==> src/rtl/cache_line_store_pkg.sv <==
// cache_pkg: shared byte width, refill state encoding and line-size helper for cache_line_store
package cache_pkg;
  localparam int BYTE_W = 8;
  typedef enum logic [1:0] {IDLE, FILL, DONE} refill_state_t;
  function automatic int line_words(input int offset_w);
    return 1 << offset_w;
  endfunction
endpackage

==> src/rtl/cache_line_store_word_bank.sv <==
// cache_word_bank: byte-masked one-write/one-sync-read word array; CACHE_LINE_STORE_FWD_EN selects write-first reads
module cache_word_bank
  import cache_pkg::*;
#(
  parameter int WORD_W = 32,
  parameter int ADDR_W = 7
) (
  input  logic                     clk,
  input  logic                     rst,
  input  logic [WORD_W/BYTE_W-1:0] we,
  input  logic [ADDR_W-1:0]        waddr,
  input  logic [WORD_W-1:0]        wdata,
  input  logic                     re,
  input  logic [ADDR_W-1:0]        raddr,
  output logic [WORD_W-1:0]        rdata
);
  localparam int NB = WORD_W / BYTE_W;
  logic [WORD_W-1:0] mem [2**ADDR_W];
  logic [WORD_W-1:0] rd_word;
  always_ff @(posedge clk)
    for (int i = 0; i < NB; i++)
      if (we[i]) mem[waddr][i*BYTE_W +: BYTE_W] <= wdata[i*BYTE_W +: BYTE_W];
`ifdef CACHE_LINE_STORE_FWD_EN
  logic [WORD_W-1:0] merged;
  always_comb begin
    merged = mem[waddr];
    for (int i = 0; i < NB; i++)
      if (we[i]) merged[i*BYTE_W +: BYTE_W] = wdata[i*BYTE_W +: BYTE_W];
  end
  assign rd_word = (|we && waddr == raddr) ? merged : mem[raddr];
`else
  assign rd_word = mem[raddr];
`endif
  always_ff @(posedge clk or posedge rst)
    if (rst) rdata <= '0;
    else if (re) rdata <= rd_word;
endmodule

==> src/rtl/cache_line_store.sv <==
// cache_line_store: cache data array with byte-masked CPU port and line-refill engine (option CACHE_LINE_STORE_FWD_EN)
module cache_line_store
  import cache_pkg::*;
#(
  parameter int WORD_W   = 32,
  parameter int INDEX_W  = 5,
  parameter int OFFSET_W = 2
) (
  input  logic                        clk,
  input  logic                        rst,
  input  logic [INDEX_W+OFFSET_W-1:0] cpu_addr,
  input  logic                        cpu_rd_en,
  output logic [WORD_W-1:0]           cpu_rd_data,
  input  logic                        cpu_wr_en,
  input  logic [WORD_W/8-1:0]         cpu_byte_en,
  input  logic [WORD_W-1:0]           cpu_wr_data,
  input  logic                        refill_start,
  input  logic [INDEX_W-1:0]          refill_index,
  input  logic                        refill_valid,
  input  logic [WORD_W-1:0]           refill_data,
  output logic                        refill_ready,
  output logic                        refill_busy,
  output logic                        refill_done
);
  localparam int LINE_WORDS = line_words(OFFSET_W);
  localparam logic [OFFSET_W-1:0] LAST = OFFSET_W'(LINE_WORDS - 1);
  localparam int NB = WORD_W / BYTE_W;
  refill_state_t state, state_nx;
  logic [OFFSET_W-1:0] cnt;
  logic [INDEX_W-1:0] idx;
  logic beat;
  logic [NB-1:0] we;
  logic [INDEX_W+OFFSET_W-1:0] waddr;
  logic [WORD_W-1:0] wdata;
  always_ff @(posedge clk or posedge rst)
    if (rst) begin
      state <= IDLE;
      cnt <= '0;
      idx <= '0;
    end else begin
      state <= state_nx;
      if (state == IDLE && refill_start) begin
        idx <= refill_index;
        cnt <= '0;
      end else if (beat) cnt <= cnt + 1'b1;
    end
  always_comb begin
    state_nx = state;
    refill_ready = state == FILL;
    refill_busy = state != IDLE;
    refill_done = state == DONE;
    beat = refill_valid && refill_ready;
    case (state)
      IDLE: state_nx = refill_start ? FILL : IDLE;
      FILL: state_nx = (beat && cnt == LAST) ? DONE : FILL;
      default: state_nx = IDLE;
    endcase
  end
  // refill owns the write port for the whole busy window; CPU writes then drop
  assign we = beat ? {NB{1'b1}} : (cpu_wr_en && !refill_busy) ? cpu_byte_en : '0;
  assign waddr = beat ? {idx, cnt} : cpu_addr;
  assign wdata = beat ? refill_data : cpu_wr_data;
  cache_word_bank #(.WORD_W(WORD_W), .ADDR_W(INDEX_W + OFFSET_W)) u_bank (
    .clk(clk),
    .rst(rst),
    .we(we),
    .waddr(waddr),
    .wdata(wdata),
    .re(cpu_rd_en),
    .raddr(cpu_addr),
    .rdata(cpu_rd_data)
  );
endmodule

==> config.mk <==
export PLATFORM = sky130hd
export DESIGN_NAME = cache_line_store
export DESIGN_NICKNAME = d
export VERILOG_FILES = /design/src/rtl/cache_line_store_pkg.sv /design/src/rtl/cache_line_store_word_bank.sv /design/src/rtl/cache_line_store.sv
export SDC_FILE = /design/constraint.sdc
export NUM_CORES = 2
export LEC_CHECK = 0
export BUFFER_PORTS_ARGS = -buffer_cell sky130_fd_sc_hd__buf_2
export CAP_MARGIN = 20
export CORE_ASPECT_RATIO = 0.7
export CORE_MARGIN = 1
export CORE_UTILIZATION = 54
export DETAILED_ROUTE_END_ITERATION = 6
export HOLD_SLACK_MARGIN = 0.15
export PLACE_DENSITY = 0.82
export SLEW_MARGIN = 25
export SYNTH_ARGS = -nofsm -noshare
export SYNTH_HDL_FRONTEND = slang
export SYNTH_SLANG_ARGS = --single-unit
==> constraint.sdc <==
create_clock -name clk -period 3.35 [get_ports clk]
set_input_delay 0.335 -clock clk [delete_from_list [all_inputs] [get_ports clk]]
set_output_delay 0.335 -clock clk [all_outputs]
set_load 0.005 [all_outputs]
Word level (Yosys, flattened, before mapping) --
Memories as Yosys holds them, arrays and structs flattened. A register that Yosys moved wholly into a read port is not among the register bits. Index checks and enable logic that the tools add are counted.
Word-level totals: bits in latches 0, memories 1, memory bits (read-only) 0, register bits after elaboration 9, output and inout bits 35, memory bits (writable) 4096, logic and storage cells 33, bits of input ports 86
Memory list:
- u_bank.mem | depth 128, width 32, read ports 1, clocked after Yosys merged registers in 1, write ports 1, line cache_line_store_word_bank.sv:18 | logic [WORD_W-1:0] mem [2**ADDR_W];
Cells by class: eq/ne operators 3, multiplexer cells 17, divide/modulo/power cells 0, add/sub/neg operators 1, multipliers 0, bitwise logic cells 0, magnitude comparators 0, shift-type cells 0, reductions and logical operators 8
Operators with widths (count):
- 32-bit 2-to-1 mux | 1
- 1-bit 2-to-1 mux | 9
- 4-bit 2-to-1 mux | 2
- 7-bit 2-to-1 mux | 1
- 2-bit 2-to-1 mux | 3
- 2-bit equality test (second input constant) | 2
- 1-bit logical AND | 4
- 2-bit case mux with 2 select lines | 1
- 2-bit nonzero test | 2
- 2-bit by 1-bit adder with 2-bit output (second input constant) | 1
- 2-bit by 1-bit equality test with 1-bit output (second input constant) | 1
- 2-bit zero test | 1
- 1-bit zero test | 1

Logic depth before layout (Yosys ltp) --
depth after elaboration 7, depth in mapped cells 13, depth with buffers taken out 6

Modules after synthesis --
Synthesis repeated with hierarchy kept, for this count alone.
Unflattened totals: cell total of the unflattened synthesis 8260, area, all modules 162854.9 um^2
Modules (own cells, without submodules):
- cache_word_bank | area an instance 161879.0 um^2, cells each 8176, sequential area each 123798.7 um^2, instances 1
- cache_line_store | area an instance 975.9 um^2, cells each 84, sequential area each 225.2 um^2, instances 1

Worst setup path after synthesis --
Ideal clock, no wire load.
kind reg-to-reg, start register state[1], end memory u_bank.mem[0][10] (data pin), period minus slack after synthesis 3717 ps, cell stages (with the launch flop) 8, path slack -367 ps, required time 2839 ps, data arrival time 3206 ps, buffers on the path 3, library setup time 511 ps, cell sequence dfrtp_1 > nor2b_1 > and2_1 > clkbuf_1 > buf_1 > clkbuf_1 > nand2_1 > nand2_1
On the way: cells in the longest elaborated chain, start to end 3
Ends and longest elaborated chain:
- from (decl) | line cache_line_store.sv:28 | refill_state_t state, state_nx;
- from (signal assigned) | line cache_line_store.sv:41 | state <= state_nx;
- 2-bit by 1-bit equality test with 1-bit output | line cache_line_store.sv:49 | refill_ready = state == FILL;
- net refill_ready | line cache_line_store.sv:21 | output logic refill_ready,
- 1-bit logical AND | line cache_line_store.sv:52 | beat = refill_valid && refill_ready;
- 32-bit 2-to-1 mux | line cache_line_store.sv:62 | assign wdata = beat ? refill_data : cpu_wr_data;
- net u_bank.wdata[10] | line cache_line_store_word_bank.sv:12 | input logic [WORD_W-1:0] wdata,
- to (decl) | line cache_line_store_word_bank.sv:18
The timed path passes the listed nets, and every way through them passes these cells.

Final worst setup path --
start register state[0], end memory u_bank.mem[38][0], enable pin
On the way: cells in the longest elaborated chain, start to end 7, elaborated cells on any way between the ends 10, those cells by class eq/ne: 1; mux: 5; reduce/logical: 4
Ends and longest elaborated chain:
- 2-bit nonzero test | line cache_line_store.sv:50 | refill_busy = state != IDLE;
- 1-bit zero test | line cache_line_store.sv:60 | assign we = beat ? {NB{1'b1}} : (cpu_wr_en && !refill_busy) ? cpu_byte_en : '0;
- 1-bit logical AND | line cache_line_store.sv:60
- 4-bit 2-to-1 mux (2 in series) | line cache_line_store.sv:60
- 1-bit 2-to-1 mux | line cache_line_store_word_bank.sv:22 | if (we[i]) mem[waddr][i*BYTE_W +: BYTE_W] <= wdata[i*BYTE_W +: BYTE_W];
- 1-bit 2-to-1 mux (implied by the code) | line cache_line_store_word_bank.sv:22
Parallel ways exist; a longest one is shown, timed or not.

==> results.yml <==
clocking:
  clk_pin_slew_ns: 0.08
  cts_setup_buffers: 0
  clock_sinks: 4137
  root_buffer: "clkbuf_16"
  cts_buffers: 368
  clockBufferDepth: 4
  clock_latency_ns: 0.94
  cts_tree: "built"
  cts_max_level: 5
synth:
  mappedNetlistArea_mm2: 0.161
  synth_nets: 8086
  yosysTopAreaCellShare_pct: 76.6
  synthFlopType: "edfxtp_1"
  synth_commonest_cells: "4096 x edfxtp_1, 740 x mux4_2, 653 x mux2i_1"
  synth_top_area_cell: "edfxtp_1"
  ys_warn_count: 0
  avgSynthCellArea_um2: 20.1
  synthArstFlopShare_pct: 0.991
  post-synth-top-count-cell: "edfxtp_1"
  seq_area_frac_synth_pct: 77.3
  yosys_register_bits: 4137
  synth_area_leaders: "edfxtp_1 77%, mux4_2 10%, mux2i_1 4.1%"
  synth.distinct_cells: 51
  synth-edff-count: 4096
  synth_cells: 7999
min_path:
  hold_depth: 4
  hold_path_class: "primary input to flip-flop"
sta:
  fmax_mhz: 277
  rsz0062_at_grt: "true"
  period_minus_slack_ns: 3.61
  finClkSkew_ns: 0.0836
  max-slew-margin-rel_pct: 16.4
  setup_viol: 48
  layout_setup_ws_ns: -0.265
  final.period_utilization_pct: 108
  finalHoldViolations: 0
  maxSlewViolCount: 0
  worstMarginPinSlew_ns: 1.25
detailed_routing:
  wl_um: 472000
  drt_iter0_drc: 16487
  viasPerCell: 6.93
  post_drt_wl_per_cell_um: 35.3
  dr.pass1.iters: 7
  final_antenna_net_count: 0
  vias: 92564
  drc: 1
critical_path:
  critical_path_class: "flip-flop to flip-flop"
  cp_max_fo: 21
  crit_path_end_kind: "flip-flop"
  rr_worst_depth: 5
  required_ns: 3.85
  arrival_ns: 4.11
  critPathLaunchType: "flip-flop"
grt:
  grt_pass1_vias: 91169
  grt_use_met1_pct: 41.9
  grt_max_degree: 129
  grt.busiest_layer: "met2"
  grtUsageMet3_pct: 11.3
  grt_overflow: 0
  grt_pass1_wl_um: 663000
  antenna_found_initial: 37
  grt_use_met2_pct: 45.3
  groute.usage.overall_pct: 31.2
pwr:
  pwr_density_cell_mw_per_mm2: 639
  p_total_mw: 119
  ir_drop_mv: 1.08
  cellLeakagePower_nw: 61.7
final_layout:
  design_area_mm2: 0.186
  drive_gt1_share_pct: 26.7
  num-fill-cells: 18287
  final_util_pct: 62.9
  area_growth_pct: 15.8
  multi_input_area_mm2: 0.0343
  seq_area_mm2: 0.124
  nNetsFinal: 9155
job:
  max_cap_violations: 0
floorplanning:
  pin_count: 121
  core_mm2: 0.296
  die_area_mm2: 0.300
  num_rows: 167
  chipWidth_um: 654
  die_h_um: 458
  floorplan.initialDensity_pct: 54.3
placed_design:
  dp_hpwl_um: 285000
  place.gp.congestion: 0.932
  placed_area_mm2: 0.173
  io_buffer_count: 120
run_status:
  failed_checks: "DRC, setup timing"
  outcome: "finished, violations left"
## routing by layer
| metal | routed length (um) | vias up |
|---|---|---|
| li1 | - | 35126 |
| met1 | 157000 | 46518 |
| met2 | 206000 | 9294 |
| met3 | 79600 | 1584 |
| met4 | 29000 | 42 |
| met5 | 305 | - |
## cells in the final DEF, fill, tap and decap left out, drive strengths merged, types with 6 or more instances in the layout
master / netlist / routed
a2111oi: 12 / 12
a211o: 11 / 11
a211oi: 55 / 55
a21oi: 73 / 73
a22o: 8 / 8
a22oi: 176 / 176
and2: 31 / 31
and3: 26 / 26
buf: 274 / 1142
bufinv: 0 / 44
clkbuf: 214 / 453
clkinv: 0 / 137
clkinvlp: 0 / 16
dfrtp: 41 / 41
diode: 0 / 14
dlygate4sd3: 0 / 45
edfxtp: 4096 / 4096
inv: 11 / 26
mux2: 8 / 8
mux2i: 653 / 653
mux4: 740 / 740
nand2: 258 / 258
nand2b: 36 / 36
nand3: 92 / 92
nand3b: 6 / 6
nand4: 31 / 31
nor2: 573 / 573
nor2b: 17 / 17
nor3: 80 / 80
o2111ai: 6 / 6
o211ai: 20 / 20
o21ai: 38 / 38
o221ai: 40 / 40
o22ai: 244 / 244
o311ai: 11 / 11
o31ai: 33 / 33
o32ai: 24 / 24
o41ai: 19 / 19
or3: 6 / 6
or4: 11 / 11
## through the flow
step | setup slack [ns] | std cells | hold WS, ns | TNS [ns]
2_1_floorplan | -0.0703 | 7999 | 0.479 | -17.99
3_3_place_gp | -0.127 | 12624 | 0.330 | -6.58
3_5_place_dp | -0.255 | 12624 | 0.318 | -29.63
4_1_cts | -0.0510 | 13335 | 0.155 | -0.948
5_1_grt | -0.193 | 13335 | 0.192 | -4.86
6_report | -0.265 | 13348 | 0.179 | -6.68
## area by class of cell
cell class | instances | area share [%]
multi-input cells | 3363 | 18.5
flip-flops and latches | 4137 | 66.7
clock inverters | 212 | 1.28
well taps | 3971 | 2.67
repair buffers | 1187 | 5.55
inverters | 11 | 0.0249
diodes | 14 | 0.0188
clock buffers | 453 | 5.26
## worst max-delay path, stage by stage (launching register included)
cell and delay [ns]:
dfrtp_1 0.42, nor2b_1 0.17, and2_4 0.25, o41ai_4 0.93, nand2_1 0.67, nor2_1 0.72
## sequential cells by signal (all words and copies together) (netlist names)
name,flops
cnt,2
idx,5
state,2
u_bank.mem,4096
u_bank.rdata,32
## path summary, 6_finish.rpt
| path | startpoint | to | slack (ns) |
|---|---|---|---|
| setup / recovery | state[0]$_DFF_PP0_ | u_bank.mem[38][0]$_DFFE_PP_ | -0.26 |
| hold / removal | cpu_wr_data[24] | u_bank.mem[6][24]$_DFFE_PP_ | 0.18 |
| setup reg to reg | state[0]$_DFF_PP0_ | u_bank.mem[38][0]$_DFFE_PP_ | -0.26 |
| hold reg to reg | u_bank.rdata[6]$_DFFE_PP0P_ | u_bank.rdata[6]$_DFFE_PP0P_ | 0.56 |
| max in group asynchronous | rst | u_bank.rdata[4]$_DFFE_PP0P_ | 2.12 |
| min in group asynchronous | rst | u_bank.rdata[16]$_DFFE_PP0P_ | 0.50 |
## cell families after synthesis
family | Yosys count | synth area share, %
xor gates and xnor gates | 1 | 0.00546
and+or+nand+nor | 1173 | 3.16
buffers and inverters | 499 | 1.64
AOI/OAI and AO/OA | 787 | 3.42
muxes | 1401 | 14.5
DFF | 4137 | 77.3
adders and majority gates | 1 | 0.00779
## report_power, final
part	internal [mW]	switching, mW
clock	24.3	19.2
combinational	3.44	10.5
sequential	60.9	0.401
## what timing repair did
item	in CTS	in global routing
hold buffers	46	1
hold endpoints to repair	523	2
resized for setup	2	0
endpoints found under the setup margin	100	112
No activity file was read; power rests on OpenSTA's default activity.
